==> config.mk <==
export PLATFORM = sky130hd
export DESIGN_NAME = onebit_core_gen2
export DESIGN_NICKNAME = d
export VERILOG_FILES = /design/src/rtl/onebit_core_gen2.sv
export SDC_FILE = /design/constraint.sdc
export NUM_CORES = 1
export LEC_CHECK = 0
export CAP_MARGIN = 20
export CELL_PAD_IN_SITES_DETAIL_PLACEMENT = 0
export CELL_PAD_IN_SITES_GLOBAL_PLACEMENT = 1
export CORE_MARGIN = 1
export CORE_UTILIZATION = 47
export DETAILED_ROUTE_END_ITERATION = 10
export PLACE_DENSITY_LB_ADDON = 0.1
export RECOVER_POWER = 50
export SYNTH_ARGS = -nofsm -noshare
export SYNTH_HDL_FRONTEND = slang
export SYNTH_SLANG_ARGS = --single-unit
==> constraint.sdc <==
create_clock -name clk -period 3 [get_ports clk]
set_input_delay 0.75 -clock clk [delete_from_list [all_inputs] [get_ports clk]]
set_output_delay 0.75 -clock clk [all_outputs]
set_load 0.05 [all_outputs]
==> src/rtl/onebit_core_gen2.sv <==
// One-bit programmable controller: serially loaded program memory, single-bit
// accumulator, bit-addressable input/output space, one instruction per executing cycle.
module onebit_core_gen2 #(
   parameter int unsigned N_IN  = 2,
   parameter int unsigned N_OUT = 7,
   parameter int unsigned DEPTH = 16
) (
   input  logic                     clk,
   input  logic                     reset,
   input  logic                     load_en,
   input  logic                     load_bit,
   input  logic                     run,
   input  logic                     step_mode,
   input  logic                     step,
   input  logic [N_IN-1:0]          inReg,
   output logic [N_OUT-1:0]         outReg,
   output logic [$clog2(DEPTH)-1:0] pc,
   output logic                     acc,
   output logic                     load_word_done
);

   localparam int unsigned NB = N_IN + N_OUT;
   localparam int unsigned AW = $clog2(NB);
   localparam int unsigned PW = $clog2(DEPTH);
   localparam int unsigned IW = 3 + AW + PW;
   localparam int unsigned CW = $clog2(IW);

   typedef enum logic [2:0] {
      OP_NOP, OP_LD, OP_ST, OP_AND, OP_OR, OP_XOR, OP_BZ, OP_JMP
   } op_t;

   logic [IW-1:0]     r_mem [DEPTH];
   logic [IW-2:0]     r_shift;
   logic [CW-1:0]     r_bitcnt;
   logic [PW-1:0]     r_load_ptr;
   logic [PW-1:0]     r_pc;
   logic              r_acc;
   logic              r_done;
   logic [N_OUT-1:0]  r_out;

   logic [IW-1:0]     w_instr;
   logic [IW-1:0]     w_word;
   op_t               w_op;
   logic [AW-1:0]     w_opr;
   logic [PW-1:0]     w_tgt;
   logic [PW-1:0]     w_pc_inc;
   logic [2**AW-1:0]  w_bits;
   logic              w_bit;
   logic              w_exec;

   // Bit space padded to a power of two so unmapped addresses read as 0.
   always_comb begin
      w_instr           = r_mem[r_pc];
      w_op              = op_t'(w_instr[IW-1 -: 3]);
      w_opr             = w_instr[PW +: AW];
      w_tgt             = w_instr[PW-1:0];
      w_bits            = '0;
      w_bits[N_IN-1:0]  = inReg;
      w_bits[NB-1:N_IN] = r_out;
      w_bit             = w_bits[w_opr];
      w_exec            = !load_en && run && (!step_mode || step);
      w_pc_inc          = r_pc + PW'(1);
      w_word            = {r_shift, load_bit};
   end

   always_ff @(posedge clk) begin
      if (!reset) begin
         for (int unsigned i = 0; i < DEPTH; i++) r_mem[i] <= '0;
         r_shift    <= '0;
         r_bitcnt   <= '0;
         r_load_ptr <= '0;
         r_pc       <= '0;
         r_acc      <= 1'b0;
         r_done     <= 1'b0;
         r_out      <= '0;
      end else if (load_en) begin
         r_shift <= w_word[IW-2:0];
         if (r_bitcnt == CW'(IW - 1)) begin
            r_mem[r_load_ptr] <= w_word;
            r_load_ptr        <= r_load_ptr + PW'(1);
            r_bitcnt          <= '0;
            r_done            <= 1'b1;
         end else begin
            r_bitcnt <= r_bitcnt + CW'(1);
            r_done   <= 1'b0;
         end
      end else begin
         r_bitcnt <= '0;
         r_done   <= 1'b0;
         if (w_exec) begin
            r_pc <= w_pc_inc;
            case (w_op)
               OP_LD:  r_acc <= w_bit;
               OP_ST: begin
                  for (int unsigned i = 0; i < N_OUT; i++)
                     if (32'(w_opr) == N_IN + i) r_out[i] <= r_acc;
               end
               OP_AND: r_acc <= r_acc & w_bit;
               OP_OR:  r_acc <= r_acc | w_bit;
               OP_XOR: r_acc <= r_acc ^ w_bit;
               OP_BZ:  if (!w_bit) r_pc <= w_tgt;
               OP_JMP: r_pc <= w_tgt;
               default: ;
            endcase
         end
      end
   end

   assign outReg         = r_out;
   assign pc             = r_pc;
   assign acc            = r_acc;
   assign load_word_done = r_done;

endmodule

==> metrics <==
result of the run=finished clean; critical path class=register to register; maximum vdd drop=0.422 mV; post-synthesis simple-gate area fraction=0.172; worst hold-check path type=register to register; final-layout worst hold slack=464 ps; TritonCTS Sinks=211; number of routed nets with antenna violations=0; fraction of post-synthesis cell area in the top cell type by area=0.535; share of synthesized area occupied by flip-flops and latches=0.606; Worst Path Arrival=3380 ps; 1st-pass router iterations=4; period utilization=0.996; Worst R2R End=pc[2]; ranking of synthesized cells by instance count=and2_1, edfxtp_1, nor2_1; cells after synthesis=725; vias in the first global route=6,388; uppermost metal layer occupied by signal nets=met4; clock latency of the later-clocked register in the worst-skew pair=500 ps; mean routed wirelength per cell=22.2 microns; shortest period the worst path allows=2990 ps; cell area reported after detailed placement=11,000 sq um; category of the worst setup path capture point=register; relative slew slack=0.313; # IOs=22; data required time at the worst endpoint=3390 ps; highest attainable clock frequency=between 0.3 and 0.4 GHz; horizontal extent of the die=147 microns; die height=147 microns; filler cell count in the final layout=1,668; Synth Area in Compound Gates=0.0435; count of unique library cells instantiated by Yosys=55; largest clock skew in the final design=roughly 8.9 ps; count of nets after finishing=838; number of buffers inserted by port buffering=21; number of core rows=52; Maximum Capacitance Violations=0; nature of the critical path startpoint=register; maximum clock path buffer count=3; Post-route DRC=0; Leak Pwr=4.15 nW; final routed wirelength across all metal layers=24.6 mm; clock tree from TritonCTS=built; post-synth top area cell=edfxtp_1; Yosys warnings=0; Inserted Diodes=0; number of vias per cell after detailed routing=5.51; area share of xor/xnor cells in the synthesized design=0.00621; Root Driver=clkbuf_16; area of the mapped netlist=9880 sq um; fraction of registers with async set/reset=0; count of final setup violators=0; Initial Utilization=0.483; routability-driven placement congestion ratio=0.863; net count after synthesis=742; Clock transition at path regs=60 ps; wire length on met1=10.6 mm; startpoint of the most critical hold path=r_bitcnt[0]; via count of the routed design=6,098; synthesized area divided by synthesized cell count=13.6 sq um; Met2 Wirelength=12.2 mm; Post-Synth Adder-Cell Area=0.0101; slack of the worst reg-to-reg path=10 ps; number of hold violations in the final report=0; layout cell share with drive strength beyond 1=0.226; top cells by area, synth=edfxtp_1, and2_1, mux4_2, dfxtp_1, mux2i_1; met3 WL post-DR=1.20 mm; total congestion overflow after global routing=0; top fanout value on the critical path=7; R2R depth=9; total power divided by cell area=543 nW/um^2; Core ar.=20,400 sq um; # H-tree levels=1; Final Instance Area=11,800 sq um; RSZ-0062 raised after global routing=true; initial antenna violation count=1; post-cts hold buffer count=0; area added between synthesis and finish=19.8%; multiplexer share of the synthesized area=0.134; most instantiated flip-flop cell in the synthesis netlist=edfxtp_1; count of routing violations after the opening detailed-route iteration=381; dominant cell by count in the synthesized netlist=and2_1; dominant combinational cell family by area after synthesis=simple AND/OR/NAND/NOR gates; number of max-slew violations in the final report=0; Post-synth EDFFs=between 150 and 200; die footprint=21,600 sq um; wire length of the first global-routing pass=38.3 mm; maximum number of pins on one net before global-route repair=25; Post-DP HPWL=~18 mm; slew of the pin with the lowest slew margin=1030 ps; Critical Path End=pc[2]; total of flip-flops plus latches after synthesis=211; number of CTS-inserted buffers=23; GR Util All Layers=0.239
-- logic make-up (layout without fill, tap and decap cells) --
kind of cell / Yosys count / after routing
muxes: 81 / 81
xor gates and xnor gates: 7 / 7
AOI/OAI and AO/OA: 62 / 62
buffers and inverters: 60 / 172
and+or+nand+nor: 296 / 296
adders and majority gates: 8 / 8
DFF: 211 / 211
-- how the worst min path moves through the flow --
stage | to | slack, ps | depth (start not counted)
after floorplan | r_bitcnt[0] | 430 | 1
after global placement | r_bitcnt[0] | 440 | 1
after detailed placement | r_bitcnt[0] | 460 | 1
after CTS | r_bitcnt[0] | 480 | 1
after global routing | r_bitcnt[0] | 490 | 1
final | r_bitcnt[0] | 460 | 1
-- flip-flops by register name, summed over array words and instances, names as in the netlist, named ones only --
name and cells:
acc 1, outReg 7, load_word_done 1, pc 4, r_mem 176, r_bitcnt 4
r_shift 10, r_load_ptr 4
-- power breakdown --
group | switching, mW | internal (mW) | leakage, nW
logic | 0.273 | 0.252 | 1.83
clock network | 1.10 | 1.46 | 0.327
registers | 0.0558 | 3.28 | 1.99
total | 1.43 | 4.99 | 4.15
-- through the flow --
| step | TNS (ps) | cells | total power [mW] | setup WS [ps] | util |
|---|---|---|---|---|---|
| after global placement | -1750 | 1062 | 3.88 | -144 | 0.541 |
| after floorplan | 0 | 725 | 3.66 | 16.1 | - |
| after global routing | -548 | 1107 | 6.65 | -87.7 | 0.579 |
| after CTS | 0 | 1103 | 6.46 | 4.43 | 0.577 |
| final | 0 | 1107 | 6.42 | 13.0 | 0.579 |
| after detailed placement | -7180 | 1062 | 3.89 | -174 | 0.541 |
-- routing by layer --
metal / vias to the layer above / GRT usage
li1: 2834 / -
met1: 3100 / 0.327
met2: 128 / 0.399
met3: 36 / 0.0342
met4: 0 / 0.0711
met5: - / 0
-- layout make-up --
| cell class | instances | area [sq um] | share of cell area |
|---|---|---|---|
| Clock buffer | 32 | 629 | 0.0532 |
| Clock inverter | 9 | 46.3 | 0.00391 |
| Timing Repair Buffer | 123 | 991 | 0.0838 |
| Sequential cell | 211 | 5990 | 0.506 |
| Multi-Input combinational cell | 454 | 3810 | 0.322 |
| Inverter | 8 | 30.0 | 0.00254 |
| Tap cell | 270 | 338 | 0.0286 |
-- worst max-delay path, stage by stage (launching register included) --
cell,delay [ps]
dfxtp_4,400
buf_4,210
mux4_2,550
mux2i_4,210
o22ai_2,170
a211o_1,300
a2111o_1,400
buf_4,170
and3b_1,180
o32ai_2,300
-- what timing repair did --
action / 4_1_cts / 5_1_grt
setup buffers: 0 / 4
pin swaps: 1 / 6
resized for setup: 12 / 26
endpoints found under the setup margin: 11 / 13
-- placed cells by master, fill, tap and decap left out, types with 9 or more instances in the layout --
cell type      instances
dfxtp_1               34
dlygate4sd3_1         13
buf_12                 9
edfxtp_1             176
o21ai_0               14
clkbuf_1              31
nand2_1               19
mux2i_1               32
buf_4                 61
and2_1               104
a21oi_1               11
nand2b_1              10
clkbuf_16             23
mux4_2                41
nor2_1                40
and2_0                77
Note: power is estimated with default switching activity, not from simulation.
